## src/rtl/spi_ram_ctrl.sv

```systemverilog
// 256 x 8 memory with a command decoder fed by the SPI slave's 10-bit words.
// Commands execute once per rising edge of rx_valid; read bytes are held on tx_data.
module spi_ram_ctrl #(
  parameter bit AUTO_INC  = 1'b0,
  parameter int MEM_DEPTH = 256
) (
  input  logic       clk,
  input  logic       rst_n,
  input  logic [9:0] rx_data,
  input  logic       rx_valid,
  output logic [7:0] tx_data,
  output logic       tx_valid,
  output logic       cmd_err
);

  localparam logic [1:0] CMD_WR_ADDR = 2'b00;
  localparam logic [1:0] CMD_WR_DATA = 2'b01;
  localparam logic [1:0] CMD_RD_ADDR = 2'b10;
  localparam logic [1:0] CMD_RD_DATA = 2'b11;

  logic [7:0] mem [MEM_DEPTH];

  logic       rx_valid_q;
  logic [7:0] wr_addr_q, wr_addr_d;
  logic [7:0] rd_addr_q, rd_addr_d;
  logic       wr_ok_q, wr_ok_d;
  logic       rd_ok_q, rd_ok_d;
  logic [7:0] tx_data_q, tx_data_d;
  logic       tx_valid_q, tx_valid_d;
  logic       cmd_err_q, cmd_err_d;
  logic       mem_we;
  logic       accept;
  logic [1:0] cmd;
  logic [7:0] payload;

  // A level held high over a frame is one command: only its first sampled cycle counts.
  assign accept  = rx_valid & ~rx_valid_q;
  assign cmd     = rx_data[9:8];
  assign payload = rx_data[7:0];

  always_comb begin
    wr_addr_d  = wr_addr_q;
    rd_addr_d  = rd_addr_q;
    wr_ok_d    = wr_ok_q;
    rd_ok_d    = rd_ok_q;
    tx_data_d  = tx_data_q;
    tx_valid_d = tx_valid_q;
    cmd_err_d  = 1'b0;
    mem_we     = 1'b0;
    if (accept) begin
      // Any accepted command other than a successful read retires the held byte.
      tx_valid_d = 1'b0;
      case (cmd)
        CMD_WR_ADDR: begin
          wr_addr_d = payload;
          wr_ok_d   = 1'b1;
        end
        CMD_WR_DATA: begin
          if (wr_ok_q) begin
            mem_we = 1'b1;
            if (AUTO_INC) wr_addr_d = wr_addr_q + 8'd1;
          end else begin
            cmd_err_d = 1'b1;
          end
        end
        CMD_RD_ADDR: begin
          rd_addr_d = payload;
          rd_ok_d   = 1'b1;
        end
        CMD_RD_DATA: begin
          if (rd_ok_q) begin
            tx_data_d  = mem[rd_addr_q];
            tx_valid_d = 1'b1;
            if (AUTO_INC) rd_addr_d = rd_addr_q + 8'd1;
          end else begin
            tx_data_d = 8'h00;
            cmd_err_d = 1'b1;
          end
        end
        default: ;
      endcase
    end
  end

  always_ff @(posedge clk or negedge rst_n) begin
    if (!rst_n) begin
      rx_valid_q <= 1'b0;
      wr_addr_q  <= 8'h00;
      rd_addr_q  <= 8'h00;
      wr_ok_q    <= 1'b0;
      rd_ok_q    <= 1'b0;
      tx_data_q  <= 8'h00;
      tx_valid_q <= 1'b0;
      cmd_err_q  <= 1'b0;
    end else begin
      rx_valid_q <= rx_valid;
      wr_addr_q  <= wr_addr_d;
      rd_addr_q  <= rd_addr_d;
      wr_ok_q    <= wr_ok_d;
      rd_ok_q    <= rd_ok_d;
      tx_data_q  <= tx_data_d;
      tx_valid_q <= tx_valid_d;
      cmd_err_q  <= cmd_err_d;
    end
  end

  // Storage is deliberately outside reset so contents survive a mid-frame reset.
  always_ff @(posedge clk) begin
    if (mem_we) mem[wr_addr_q] <= payload;
  end

  assign tx_data  = tx_data_q;
  assign tx_valid = tx_valid_q;
  assign cmd_err  = cmd_err_q;

endmodule
```

## config.mk

```make
export PLATFORM = sky130hd
export DESIGN_NAME = spi_ram_ctrl
export DESIGN_NICKNAME = d
export VERILOG_FILES = /design/src/rtl/spi_ram_ctrl.sv
export SDC_FILE = /design/constraint.sdc
export NUM_CORES = 2
export LEC_CHECK = 0
export CORE_AREA = 2 2 586 355
export CTS_CLUSTER_DIAMETER = 50
export DETAILED_ROUTE_END_ITERATION = 10
export DIE_AREA = 0 0 588 357
export SYNTH_ARGS = -nofsm -noshare
export SYNTH_HDL_FRONTEND = slang
export SYNTH_SLANG_ARGS = --single-unit
export TNS_END_PERCENT = 10
```

## constraint.sdc

```tcl
create_clock -name clk -period 3.3 [get_ports clk]
set_clock_uncertainty 0.05 [all_clocks]
set_input_delay 0.33 -clock clk [delete_from_list [all_inputs] [get_ports clk]]
set_output_delay 0.33 -clock clk [all_outputs]
set_load 0.005 [all_outputs]
```

=== Word-level counts from Yosys, hierarchy flattened ===
Memory sizes are Yosys's and may differ from the RTL's.
Cells that the tools add are included.
W data, S select, Z words.

* Bits in registers: 29
* Memory bits (writable): 2,048
* Input port bits: 13
* Output and inout port bits: 10
* Word-level logic and storage cells: 30
* Memories kept: 1

{| class="wikitable"
|+ Memory list
! name !! depth !! bits a word !! rd ports !! clocked after memory_dff !! write ports !! RTL line !! text
|-
| mem || 256 || 8 || 1 || 0 || 1 || 21 || <nowiki>logic [7:0] mem [MEM_DEPTH];</nowiki>
|}

* Equality and inequality tests: 3
* Multiplexer cells: 12
* Bitwise logic cells: 2
* Reduce and logical (&&, ||, !) cells: 4

{| class="wikitable"
|+ Operators with widths
! kind !! count
|-
| $mux W1 || 10
|-
| $mux W8 || 1
|-
| $reduce_and A2 Y1 || 3
|-
| $eq A2 B2 Y1 const B || 2
|-
| $eq A2 B1 Y1 const B || 1
|-
| $logic_not A2 Y1 || 1
|-
| $pmux W1 S2 || 1
|-
| $and A1 B1 Y1 || 1
|-
| $not A1 Y1 || 1
|}

=== Longest topological paths before layout ===
* Depth after elaboration: 5
* Mapped depth: 13
* Gate-level depth less buffers: 7

=== Least setup slack after synthesis ===
Ideal clock, no wire load.

* Kind: register to register
* From: register rd_addr_q[1]
* To: register tx_data_q[6], in the netlist tx_data[6]
* Setup time: 131 ps
* Arrival: 2,247 ps
* Data required time: 3,119 ps
* Slack: 872 ps
* Cell stages (with the launch flop): 10
* Buffers on the path: 3
* Clock period less this slack: 2,428 ps
* Path through: dfrtp_1 > buf_4 > buf_6 > clkbuf_1 > mux4_2 > mux4_2 > nor2_1 > nor4_1 > a221oi_1 > nand3_1

* Word-level cells in the longest chain between the ends: 2

{| class="wikitable"
|+ Ends and longest elaborated chain
! what !! RTL line !! text
|-
| from (decl) || 25 || <nowiki>logic [7:0] rd_addr_q, rd_addr_d;</nowiki>
|-
| from (signal assigned) || 98 || <nowiki>rd_addr_q <= rd_addr_d;</nowiki>
|-
| $mem_v2 Z256 W8 || - ||
|-
| $mux W8 || 71 || <nowiki>if (rd_ok_q) begin</nowiki>
|-
| to (signal assigned) || 101 || <nowiki>tx_data_q <= tx_data_d;</nowiki>
|-
| to (decl) || 28 || <nowiki>logic [7:0] tx_data_q, tx_data_d;</nowiki>
|}

Every way passes these cells.
A chain may end at the register's enable or synchronous reset.

=== Final worst setup path ===
* From: register rd_addr_q[0]
* To: register tx_data_q[4], in the netlist tx_data[4]

Same word-level chain as after synthesis.

==> impl_results.md <==
* Status: complete, but fails checks
* Failing checks: negative setup slack
* Final hold vios at 0
* I/O pin cnt at 23
* Pwr/cell area at 656 nW/um^2
* Hpwl dp at 155000 microns
* Synth Register Bits at 2077
* Full die area at 210000 sq um
* Area grow syn2layout at 17.2%
* Sequential area share after synthesis at 76.3%
* Clock share of power at 34.5%
* First-pass GRT wire length at 331000 microns
* Port Buffers at 22
* Die Wd at 588 microns
* Max-capacitance violation count at 0
* FP Rows at 129
* Synth async-reset ratio at 1.40%
* Non-Filler Instances at 7642
* Req. time, crit path at 4040 ps
* Syn_nets at 4137
* Crit-path max cell delay at 640 ps
* Initial cell density of the core at 39.8%
* Worst-path clk slew at 70 ps
* Core Box Area at 205000 sq um
* Post-synthesis cell count at 4124
* # H-tree levels at 4
* Initial antenna violation count at 15
* Worst-Skew Late Latency at 850 ps
* Final worst setup slack at -50.1 ps
* Final net count at 4756
* Footprint of the multi-input gates at 17800 sq um
* Slowest CP cell: o211ai_1
* Wire per inst at 30.8 microns
* Switch share at 27.3%
* Int Pwr at 45.6 mW
* Max-slew violations at 0
* WL final at 235000 microns
* CTS tree: built
* Syn avg cell area at 19.8 sq um
* Critical Path Start Type: flop
* IR drop worst, VDD at 0.482 mV
* Fill count at 17082
* RSZ-0062 raised after global routing: true
* Max clock buf depth at 4
* Via density at 5.88
* CP cell instances: buf_12, buf_12, buf_8, mux2i_1, o21ai_2, o22ai_1, o211ai_1, nand4_1, or4_4, nand4_1
* Leak at 31.0 nW
* Antenna Nets Post-Route at 0
* Ys Warns at 0
* CP endpoint kind: flop
* Worst-Margin Slew at 1290 ps
* Fin crit period at 3350 ps
* Sequential power share at 46.8%
* Placed cell count at 7270
* Max FO, Critical Path at 17
* TritonRoute pass-1 iters at 6
* Worst Hold Class: in2reg
* Layout cells sized above 1 at 26.9%
* Initial DRC Count at 7042
* Fmax at 299 MHz
* # setup viols final at 2
* Post-route DRC at 0
* Max_slew headroom at 14.0%
* WS Path Type: reg2reg
* Global route total overflow at 0
* Largest net degree at the start of global routing at 122
* Final Wtd Congestion at 0.868
* Clock Sinks at 2077
* Top FF cell, synth: edfxtp_1
* Worst hold slack at 118 ps
* Synth unique cells at 59
* Die height at 357 microns
* WP data arrival at 4090 ps
* Comb power frac at 18.7%
* DR vias at 44917
* Total GRT Usage at 22.2%
* Clock root cell: clkbuf_16
* Register Area at 62200 sq um
* Final period utilization at 102%
* Post-synth EDFFs at 2048
* CTS Buf Count at 194
* Net Switching at 17.1 mW
* Vias in the first global route at 42174
* Syn Std Cell Area at 81500 sq um
[layer usage]
layer,up-vias,global-route usage (%),share of wire [%]
met2,2710,28.6,39
li1,18322,-,-
met1,23571,36.2,45
met4,4,4.43,1.9
met5,-,0,0.011
met3,310,6.68,13
[final timing paths]
kind,from,end,slack (ps),cells past startpoint
min reg2reg,wr_ok_q,wr_ok_q,430,1
max reg2reg,rd_addr_q[0],tx_data[4],-50,10
max in group asynchronous,rst_n,rd_addr_q[3],2270,2
min in group asynchronous,rst_n,cmd_err,130,2
max,rd_addr_q[0],tx_data[4],-50,10
min,rx_data[3],mem[126][3],120,1
[metrics by stage]
stage / util [%] / area, sq um / setup slack [ps] / power, mW / setup TNS (ps)
2_1_floorplan: - / 81500 / 872 / 36.0 / 0
3_3_place_gp: 43.6 / 89200 / -315 / 41.2 / -2150
6_report: 46.7 / 95500 / -50.1 / 62.7 / -71.8
4_1_cts: 46.5 / 95200 / 7.66 / 62.7 / 0
5_1_grt: 46.7 / 95500 / -32.2 / 64.6 / -68.9
3_5_place_dp: 43.6 / 89200 / -328 / 41.2 / -942
[layout make-up]
class / instances / area share [%]
Clock inverter: 91 / 0.736
Clock buffer: 250 / 5.45
Timing Repair Buffer: 676 / 6.39
Sequential cell: 2077 / 65.2
Multi-Input combinational cell: 1787 / 18.6
Antenna cell: 3 / 0.00786
Tap cell: 2751 / 3.60
Inverter: 7 / 0.0327
[repair_timing]
action	in CTS	in global routing
hold buffers	6	0
pin swaps	4	8
hold endpoints to repair	144	0
gates cloned	1	0
setup buffers	0	22
setup endpoints to repair	5	5
resized for setup	15	24
[cell usage in the layout (no fill, tap or decap), drive strengths merged, types with 5 or more instances in the layout]
| cell | count |
|---|---|
| edfxtp | 2048 |
| buf | 651 |
| mux2i | 379 |
| mux4 | 344 |
| nor2 | 314 |
| clkbuf | 255 |
| o221ai | 146 |
| a21oi | 95 |
| nor3 | 84 |
| o22ai | 83 |
| clkinv | 75 |
| nand2 | 68 |
| o21ai | 51 |
| nand3 | 32 |
| dfrtp | 29 |
| mux2 | 27 |
| a211oi | 17 |
| clkdlybuf4s50 | 13 |
| inv | 13 |
| nor2b | 12 |
| nor4 | 12 |
| nand4 | 10 |
| o211ai | 10 |
| a31oi | 10 |
| bufinv | 10 |
| o21a | 9 |
| or3 | 7 |
| a2111oi | 7 |
| dlygate4sd3 | 6 |
| and3 | 5 |
| o32ai | 5 |
| nand2b | 5 |
| o311ai | 5 |
[power groups by stage]
stage / combinational (mW) / sequential [mW] / clock (mW)
after floorplan: 6.25 / 29.7 / 0
final: 11.7 / 29.3 / 21.6
after global routing: 12.2 / 29.3 / 23.0
after detailed placement: 11.3 / 29.9 / 0
after global placement: 11.3 / 29.9 / 0
after CTS: 11.4 / 29.3 / 21.9
[state kept, by name (all words and copies together) (netlist names), 8 cells and up]
register,cells
mem,2048
rd_addr_q,8
tx_data,8
wr_addr_q,8
[worst max-delay path, delay by kind of cell (launching register included)]
| kind | cells | cell delay, ps |
|---|---|---|
| mux | 1 | 150 |
| buf+inv | 3 | 550 |
| flops | 1 | 520 |
| simple gates | 3 | 970 |
| compound gates | 3 | 1000 |
[kinds of logic after synthesis]
| logic type | count (synthesis) | share of synthesized area, % |
|---|---|---|
| buffers and inverters | 260 | 2.06 |
| and+or+nand+nor | 563 | 2.99 |
| DFF | 2077 | 76.3 |
| AOI/OAI and AO/OA | 474 | 4.08 |
| muxes | 750 | 14.5 |
[synthesized netlist by cell type (7+ instances only)]
master,count,area [sq um]
nand3_1,32,160
buf_8,8,120
buf_6,56,631
nand2_1,68,255
buf_2,37,185
mux2_2,27,304
buf_1,24,90.1
o21a_1,9,67.6
o211ai_1,10,75.1
buf_4,18,135
or3_1,7,43.8
nor3_1,84,420
a21oi_1,95,475
o221ai_1,146,1280
mux4_2,344,7750
mux2i_1,379,3790
nor2_1,314,1180
o22ai_1,83,519
dfrtp_1,29,726
nor2b_1,12,75.1
a31oi_1,10,62.6
nor4_1,12,75.1
nand4_1,10,62.6
edfxtp_1,2048,61500
o21ai_0,45,225
clkbuf_1,105,394
a211oi_1,17,128
(Power assumes the default switching activity.)
